===== config.mk =====
export PLATFORM = sky130hd
export DESIGN_NAME = audio_pingpong_frame_ctrl
export DESIGN_NICKNAME = d
export VERILOG_FILES = /design/src/rtl/audio_frame_pkg.sv /design/src/rtl/pp_rd_fifo.sv /design/src/rtl/audio_pingpong_frame_ctrl.sv
export SDC_FILE = /design/constraint.sdc
export NUM_CORES = 1
export LEC_CHECK = 0
export CAP_MARGIN = 20
export CORE_UTILIZATION = 50
export CTS_CLUSTER_DIAMETER = 30
export DETAILED_ROUTE_END_ITERATION = 7
export PLACE_DENSITY = 0.77
export SKIP_CTS_REPAIR_TIMING = 1
export SLEW_MARGIN = 20
export SYNTH_ARGS = -nofsm -noshare
export SYNTH_HDL_FRONTEND = slang
export SYNTH_SLANG_ARGS = --single-unit

===== constraint.sdc =====
create_clock -name clk -period 4.3 [get_ports clk]
set_clock_uncertainty 0.05 [all_clocks]
set_input_delay 0.645 -clock clk [delete_from_list [all_inputs] [get_ports clk]]
set_output_delay 0.645 -clock clk [all_outputs]
set_load 0.03 [all_outputs]

===== src/rtl/audio_frame_pkg.sv =====
// -----------------------------------------------------------------------------
// audio_frame_pkg
// Shared definitions for the audio ping-pong frame controller:
//   - default address/data widths, RAM read latency and return-buffer depth
//   - read-side FSM state encoding
//   - frame_len(): words per half-bank for a given RAM address width
// -----------------------------------------------------------------------------
package audio_frame_pkg;

   localparam int ADDR_WIDTH_DEF = 10;
   localparam int DATA_WIDTH_DEF = 16;
   localparam int RD_LATENCY_DEF = 2;
   localparam int FIFO_DEPTH_DEF = 4;

   typedef enum logic [1:0] {
      IDLE  = 2'd0,
      ISSUE = 2'd1,
      DRAIN = 2'd2
   } rd_state_t;

   // One frame is one half of the RAM: the top address bit selects the bank.
   function automatic int frame_len(input int addr_width);
      return int'(32'd1 << (addr_width - 1));
   endfunction

endpackage


===== src/rtl/pp_rd_fifo.sv =====
// -----------------------------------------------------------------------------
// pp_rd_fifo
// Small synchronous FIFO that buffers words returning from the RAM so the
// frame consumer can stall without losing data in the fixed-latency read pipe.
// Each entry carries {last, data}.
// Ports:
//   clk, rst_n  clock, asynchronous active-low reset
//   push, wdata write one entry (ignored when full; the caller's credit
//               scheme keeps that from happening)
//   pop         remove the head entry (ignored when empty)
//   rdata       head entry, stable until popped
//   count       number of stored entries
//   empty       no entries stored
// -----------------------------------------------------------------------------
module pp_rd_fifo #(
   parameter int DEPTH = 4,
   parameter int WIDTH = 17
) (
   input  logic                         clk,
   input  logic                         rst_n,
   input  logic                         push,
   input  logic [WIDTH-1:0]             wdata,
   input  logic                         pop,
   output logic [WIDTH-1:0]             rdata,
   output logic [$clog2(DEPTH+1)-1:0]   count,
   output logic                         empty
);

   localparam int PTR_W = (DEPTH > 1) ? $clog2(DEPTH) : 1;
   localparam int CNT_W = $clog2(DEPTH + 1);

   logic [WIDTH-1:0] mem_r [DEPTH];
   logic [PTR_W-1:0] wr_ptr_r;
   logic [PTR_W-1:0] rd_ptr_r;
   logic [CNT_W-1:0] count_r;
   logic             empty_s;
   logic             full_s;
   logic             do_push_s;
   logic             do_pop_s;

   function automatic logic [PTR_W-1:0] ptr_inc(input logic [PTR_W-1:0] ptr);
      if (ptr == PTR_W'(DEPTH - 1)) begin
         return {PTR_W{1'b0}};
      end else begin
         return ptr + PTR_W'(1);
      end
   endfunction

   // Qualify requests against the current fill level.
   always_comb begin
      empty_s   = (count_r == {CNT_W{1'b0}});
      full_s    = (count_r == CNT_W'(DEPTH));
      do_push_s = push & ~full_s;
      do_pop_s  = pop & ~empty_s;
   end

   // Storage array; cleared on reset so the head reads as zero when empty.
   always_ff @(posedge clk or negedge rst_n) begin
      if (!rst_n) begin
         for (int i = 0; i < DEPTH; i++) begin
            mem_r[i] <= {WIDTH{1'b0}};
         end
      end else if (do_push_s) begin
         mem_r[wr_ptr_r] <= wdata;
      end
   end

   // Pointers and occupancy count.
   always_ff @(posedge clk or negedge rst_n) begin
      if (!rst_n) begin
         wr_ptr_r <= {PTR_W{1'b0}};
         rd_ptr_r <= {PTR_W{1'b0}};
         count_r  <= {CNT_W{1'b0}};
      end else begin
         if (do_push_s) begin
            wr_ptr_r <= ptr_inc(wr_ptr_r);
         end
         if (do_pop_s) begin
            rd_ptr_r <= ptr_inc(rd_ptr_r);
         end
         case ({do_push_s, do_pop_s})
            2'b10:   count_r <= count_r + CNT_W'(1);
            2'b01:   count_r <= count_r - CNT_W'(1);
            default: count_r <= count_r;
         endcase
      end
   end

   assign rdata = mem_r[rd_ptr_r];
   assign count = count_r;
   assign empty = empty_s;

endmodule


===== src/rtl/audio_pingpong_frame_ctrl.sv =====
// -----------------------------------------------------------------------------
// audio_pingpong_frame_ctrl
// Writes an unthrottled sample stream into two half-banks of a simple
// dual-port RAM (ping-pong), and reads each completed half-bank back as one
// frame over a valid/ready interface. The RAM has a fixed read latency with
// no read enable, so returning words land in a small FIFO; issue is gated by
// a credit count so that FIFO can never overflow while the consumer stalls.
// Ports:
//   clk, rst_n                 clock, asynchronous active-low reset
//   s_data, s_valid            input samples (no backpressure)
//   overflow                   1-cycle pulse when a sample is dropped
//   ram_wr_data/addr/en        RAM write port (registered)
//   ram_rd_addr, ram_rd_data   RAM read port
//   m_data, m_valid, m_ready   frame output stream
//   m_last                     final word of the frame
// -----------------------------------------------------------------------------
module audio_pingpong_frame_ctrl
   import audio_frame_pkg::*;
#(
   parameter int ADDR_WIDTH = ADDR_WIDTH_DEF,
   parameter int DATA_WIDTH = DATA_WIDTH_DEF,
   parameter int RD_LATENCY = RD_LATENCY_DEF,
   parameter int FIFO_DEPTH = FIFO_DEPTH_DEF
) (
   input  logic                  clk,
   input  logic                  rst_n,
   input  logic [DATA_WIDTH-1:0] s_data,
   input  logic                  s_valid,
   output logic                  overflow,
   output logic [DATA_WIDTH-1:0] ram_wr_data,
   output logic [ADDR_WIDTH-1:0] ram_wr_addr,
   output logic                  ram_wr_en,
   output logic [ADDR_WIDTH-1:0] ram_rd_addr,
   input  logic [DATA_WIDTH-1:0] ram_rd_data,
   output logic [DATA_WIDTH-1:0] m_data,
   output logic                  m_valid,
   input  logic                  m_ready,
   output logic                  m_last
);

   localparam int OFS_W = ADDR_WIDTH - 1;
   localparam int CNT_W = $clog2(FIFO_DEPTH + 1);
   localparam int INF_W = $clog2(RD_LATENCY + 1);
   localparam int OCC_W = $clog2(FIFO_DEPTH + RD_LATENCY + 1);

   // ---------------------------------------------------------------- write side
   logic [ADDR_WIDTH-1:0] wr_ptr_r;
   logic [1:0]            full_r;
   logic [1:0]            full_nxt_s;
   logic [1:0]            set_mask_s;
   logic [1:0]            clr_mask_s;
   logic                  wr_bank_s;
   logic                  wr_accept_s;
   logic                  wr_drop_s;
   logic                  wr_frame_end_s;
   logic [DATA_WIDTH-1:0] wr_data_r;
   logic [ADDR_WIDTH-1:0] wr_addr_r;
   logic                  wr_en_r;
   logic                  overflow_r;

   // ----------------------------------------------------------------- read side
   rd_state_t             state_r;
   rd_state_t             state_nxt_s;
   logic                  rd_bank_r;
   logic [OFS_W-1:0]      rd_cnt_r;
   logic                  issue_s;
   logic                  issue_last_s;
   logic                  frame_done_s;
   logic [RD_LATENCY-1:0] vld_pipe_r;
   logic [RD_LATENCY-1:0] last_pipe_r;
   logic [INF_W-1:0]      inflight_s;
   logic [OCC_W-1:0]      occupancy_s;
   logic                  credit_ok_s;
   logic [CNT_W-1:0]      fifo_count_s;
   logic                  fifo_empty_s;
   logic [DATA_WIDTH:0]   fifo_head_s;
   logic                  out_valid_s;
   logic                  pop_s;

   // Accept or drop the incoming sample based on its target bank's full flag.
   always_comb begin
      wr_bank_s      = wr_ptr_r[ADDR_WIDTH-1];
      wr_accept_s    = 1'b0;
      wr_drop_s      = 1'b0;
      wr_frame_end_s = 1'b0;
      if (s_valid) begin
         if (full_r[wr_bank_s]) begin
            wr_drop_s = 1'b1;
         end else begin
            wr_accept_s    = 1'b1;
            wr_frame_end_s = (wr_ptr_r[OFS_W-1:0] == {OFS_W{1'b1}});
         end
      end else begin
         wr_accept_s = 1'b0;
      end
   end

   // Registered RAM write port, write pointer and overflow pulse.
   always_ff @(posedge clk or negedge rst_n) begin
      if (!rst_n) begin
         wr_ptr_r   <= {ADDR_WIDTH{1'b0}};
         wr_en_r    <= 1'b0;
         wr_addr_r  <= {ADDR_WIDTH{1'b0}};
         wr_data_r  <= {DATA_WIDTH{1'b0}};
         overflow_r <= 1'b0;
      end else begin
         wr_en_r    <= wr_accept_s;
         overflow_r <= wr_drop_s;
         if (wr_accept_s) begin
            wr_addr_r <= wr_ptr_r;
            wr_data_r <= s_data;
            wr_ptr_r  <= wr_ptr_r + ADDR_WIDTH'(1);
         end
      end
   end

   // Bank full flags: the writer sets on its last word, the reader clears
   // after the consumer takes m_last. They never target the same bank at once.
   always_comb begin
      set_mask_s = 2'b00;
      clr_mask_s = 2'b00;
      if (wr_accept_s && wr_frame_end_s) begin
         set_mask_s[wr_bank_s] = 1'b1;
      end else begin
         set_mask_s = 2'b00;
      end
      if (frame_done_s) begin
         clr_mask_s[rd_bank_r] = 1'b1;
      end else begin
         clr_mask_s = 2'b00;
      end
      full_nxt_s = (full_r | set_mask_s) & ~clr_mask_s;
   end

   // Full flag register.
   always_ff @(posedge clk or negedge rst_n) begin
      if (!rst_n) begin
         full_r <= 2'b00;
      end else begin
         full_r <= full_nxt_s;
      end
   end

   // Words already committed to the FIFO: in the read pipe plus stored.
   always_comb begin
      inflight_s = {INF_W{1'b0}};
      for (int i = 0; i < RD_LATENCY; i++) begin
         inflight_s = inflight_s + INF_W'(vld_pipe_r[i]);
      end
      occupancy_s = OCC_W'(fifo_count_s) + OCC_W'(inflight_s);
      credit_ok_s = (occupancy_s < OCC_W'(FIFO_DEPTH));
   end

   // Read FSM next state, issue strobe and end-of-frame handover.
   always_comb begin
      state_nxt_s  = state_r;
      issue_s      = 1'b0;
      issue_last_s = 1'b0;
      frame_done_s = 1'b0;
      case (state_r)
         IDLE: begin
            if (full_r[rd_bank_r]) begin
               state_nxt_s = ISSUE;
            end else begin
               state_nxt_s = IDLE;
            end
         end
         ISSUE: begin
            if (credit_ok_s) begin
               issue_s      = 1'b1;
               issue_last_s = (rd_cnt_r == {OFS_W{1'b1}});
               if (issue_last_s) begin
                  state_nxt_s = DRAIN;
               end else begin
                  state_nxt_s = ISSUE;
               end
            end else begin
               state_nxt_s = ISSUE;
            end
         end
         DRAIN: begin
            if ((inflight_s == {INF_W{1'b0}}) && pop_s && fifo_head_s[DATA_WIDTH]) begin
               frame_done_s = 1'b1;
               state_nxt_s  = IDLE;
            end else begin
               state_nxt_s = DRAIN;
            end
         end
         default: begin
            state_nxt_s = IDLE;
         end
      endcase
   end

   // Read FSM state, frame word counter and current read bank.
   always_ff @(posedge clk or negedge rst_n) begin
      if (!rst_n) begin
         state_r   <= IDLE;
         rd_cnt_r  <= {OFS_W{1'b0}};
         rd_bank_r <= 1'b0;
      end else begin
         state_r <= state_nxt_s;
         if (state_r == IDLE) begin
            rd_cnt_r <= {OFS_W{1'b0}};
         end else if (issue_s) begin
            rd_cnt_r <= rd_cnt_r + OFS_W'(1);
         end
         if (frame_done_s) begin
            rd_bank_r <= ~rd_bank_r;
         end
      end
   end

   // The read address is presented in the same cycle as the credit decision,
   // so the address cycle is the issue cycle and the pipe below starts there.
   always_comb begin
      if (issue_s) begin
         ram_rd_addr = {rd_bank_r, rd_cnt_r};
      end else begin
         ram_rd_addr = {ADDR_WIDTH{1'b0}};
      end
   end

   // Valid/last shift registers mirroring the RAM's fixed read latency.
   always_ff @(posedge clk or negedge rst_n) begin
      if (!rst_n) begin
         vld_pipe_r  <= {RD_LATENCY{1'b0}};
         last_pipe_r <= {RD_LATENCY{1'b0}};
      end else begin
         vld_pipe_r[0]  <= issue_s;
         last_pipe_r[0] <= issue_last_s;
         for (int i = 1; i < RD_LATENCY; i++) begin
            vld_pipe_r[i]  <= vld_pipe_r[i-1];
            last_pipe_r[i] <= last_pipe_r[i-1];
         end
      end
   end

   assign out_valid_s = ~fifo_empty_s;
   assign pop_s       = out_valid_s & m_ready;

   pp_rd_fifo #(
      .DEPTH (FIFO_DEPTH),
      .WIDTH (DATA_WIDTH + 1)
   ) u_rd_fifo (
      .clk   (clk),
      .rst_n (rst_n),
      .push  (vld_pipe_r[RD_LATENCY-1]),
      .wdata ({last_pipe_r[RD_LATENCY-1], ram_rd_data}),
      .pop   (pop_s),
      .rdata (fifo_head_s),
      .count (fifo_count_s),
      .empty (fifo_empty_s)
   );

   assign ram_wr_en   = wr_en_r;
   assign ram_wr_addr = wr_addr_r;
   assign ram_wr_data = wr_data_r;
   assign overflow    = overflow_r;
   assign m_valid     = out_valid_s;
   assign m_data      = fifo_head_s[DATA_WIDTH-1:0];
   assign m_last      = fifo_head_s[DATA_WIDTH];

endmodule


==> metrics <==
outcome=finished with violations; failing checks=design-rule violations; antenna-violating nets left=0; worst path cell trace=ha_1 > ha_1 > a311o_1 > and3_1 > nor3_1 > clkdlybuf4s50_1; Setup TNS Final=0 ns; ANT cells=0; VDD IR max=0.000396 V; P&R area growth vs syn=25.7%; starting density of the core=52.4%; Post-Syn Nets=510; Power Density=528 nW/um^2; Slew Viols, Final=0; #FFs+latches synth=131; CP Launch Type=register; R2R Setup Slk=1.95 ns; layout cell share with drive strength beyond 1=25.6%; most common cell after layout, fill and taps aside=dfrtp_1; WS Path Type=register to primary output; vias in the first global route=4,043; Tot Pwr=4.03 mW; Mean Syn Cell Area=13.2 sq um; RR Startpoint=vld_pipe_r[0]; Worst R2R Path Depth=6; fill cell count=858; Synth Flop Type=dfrtp_1; CTS H-tree lvls=4; MaxCap Viol Count=0; All-Layer GR Usage=20.6%; Synth warnings=0; sequential fraction of the synthesis area=53.9%; CP max-delay cell=clkdlybuf4s50_1; Async SR Flop Fraction=100%; pin count of the biggest net entering global routing=81; initial antenna violation count=0; Static Leakage=3.57 nW; DP HPWL=7610 um; die height=112 um; slowest cell delay on critical path=0.71 ns; CTS root buf=clkbuf_16; # setup viols final=0; CP endpoint kind=primary output; drt wl/cell=16.5 um; Worst Path Arrival=2.95 ns; global-route wire length before repair=19,800 um; Final Cell Area=7650 sq um; drt first pass iters=6; worst skew pair latency=0.41 ns; Critical Path Sink=ram_rd_addr[9]; total gr overflow=0; Synth area leaders=dfrtp_1 (54%), mux2_4 (9.9%), mux2_2 (6.7%); Final Wtd Congestion=0.834; Final Util=65.8%; CTS Sinks=131; # rows=39; CTS tree=yes; Worst Hold Class=primary input to asynchronous set/reset pin; clock transition at the registers of the reported paths=0.06 ns; Worst EP required=3.61 ns; Post-Synthesis Cell Area=6080 sq um; Slew headroom=32.8%; DR DRC count=4; Final Hold Viols=0; RSZ-0062 raised after global routing=no; Longest Clk Path Bufs=2; Final Cycle Share=84.7%; routed vias/inst=5.44; final wirelength=11,700 um; Reg area=3280 sq um; post-synth top area cell=dfrtp_1; vias=3,858; I/O pin total=92; CP Max Fanout=11; count of port buffers added during placement=91; Post-Synthesis Cells=460; DR iter-0 viols=214; commonest cells after routing, fill and taps aside=dfrtp_1 (131), clkdlybuf4s50_1 (90), nand2_1 (81), mux2_4 (40), mux2_2 (36); Multi-input gate area=2600 sq um; crit path time final=3.64 ns; nets=603; area share of the largest cell type after synthesis=53.9%; die area=12,600 sq um; DIE WIDTH=112 um; Post-DP Area=7060 sq um; CTS Buf Count=17; worst slew pin tran=1.01 ns; Worst path most repeated cell=ha_1; Post-synth EDFFs=0; Critical Path Start=vld_pipe_r[0]; Fmax achieved=0.275 GHz; reg2reg end=rd_cnt_r[4]; area of the core=11,600 sq um; Synth cell types=49
## cell families (layout without fill, tap and decap cells)
logic type	Yosys count	in the layout	share of synthesized area, %
compound gates	28	28	3.60
xor+xnor	12	12	1.85
fa+ha+maj	14	14	3.00
buf+inv	37	143	3.35
flops	131	131	53.9
mux	94	94	23.0
simple gates	144	144	11.3
## state kept, by name, summed over array words and instances, names as in the netlist
| register | cells |
|---|---|
| full_r | 2 |
| last_pipe_r | 2 |
| overflow | 1 |
| ram_wr_addr | 10 |
| ram_wr_data | 16 |
| ram_wr_en | 1 |
| rd_bank_r | 1 |
| rd_cnt_r | 9 |
| state_r | 2 |
| u_rd_fifo.count | 3 |
| u_rd_fifo.mem_r | 68 |
| u_rd_fifo.rd_ptr_r | 2 |
| u_rd_fifo.wr_ptr_r | 2 |
| vld_pipe_r | 2 |
| wr_ptr_r | 10 |
## cells in the mapped netlist, drive strengths merged, types with 3 or more instances
cell	number
dfrtp	131
nand2	85
mux2	76
nand3	18
mux4	17
inv	16
ha	13
nor2	13
and3	12
buf	12
o21ai	8
xnor2	7
clkbuf	6
xor2	5
a21oi	4
a31oi	4
nand4	3
nor3	3
o311ai	3
## final cells by class
class / instances / share of cell area, %
well taps: 143 / 2.34
multi-input cells: 292 / 34.0
clock inverters: 14 / 1.82
clock buffers: 18 / 5.74
flip-flops and latches: 131 / 42.9
repair buffers: 94 / 12.4
inverters: 17 / 0.835
## worst max-delay path: cells and delay by family, from the launching register on
family / cells / cell delay (ns)
fa+ha+maj: 2 / 0.50
compound gates: 1 / 0.38
simple gates: 2 / 0.56
flops: 1 / 0.39
buf+inv: 1 / 0.71
## per-layer routing
metal	share of wire (%)	GRT usage (%)
met5	0	0
met4	1.5	8.44
met3	4.8	6.16
met2	49	34.1
met1	44	25.3
## stage by stage
stage	setup WS [ns]	hold WS [ns]	cells
final	0.659	0.233	709
after global routing	0.454	0.290	709
after CTS	0.623	0.312	709
after detailed placement	1.09	0.299	677
after global placement	1.15	0.284	677
after floorplan	1.37	0.281	460
## power breakdown
group	switching (mW)	leakage [nW]	total [mW]	internal (mW)
registers	0.158	1.60	1.52	1.37
logic	0.585	1.68	1.13	0.541
clock network	0.522	0.281	1.38	0.862
total	1.27	3.57	4.03	2.77
## worst min-delay path by stage
| stage | to | slack [ns] |
|---|---|---|
| 6_report | u_rd_fifo.mem_r[41] | 0.23 |
| 2_1_floorplan | last_pipe_r[1] | 0.28 |
| 3_3_place_gp | last_pipe_r[1] | 0.28 |
| 4_1_cts | last_pipe_r[1] | 0.31 |
| 3_5_place_dp | last_pipe_r[1] | 0.30 |
| 5_1_grt | u_rd_fifo.mem_r[44] | 0.29 |
No activity file was read; power rests on OpenSTA's default activity.
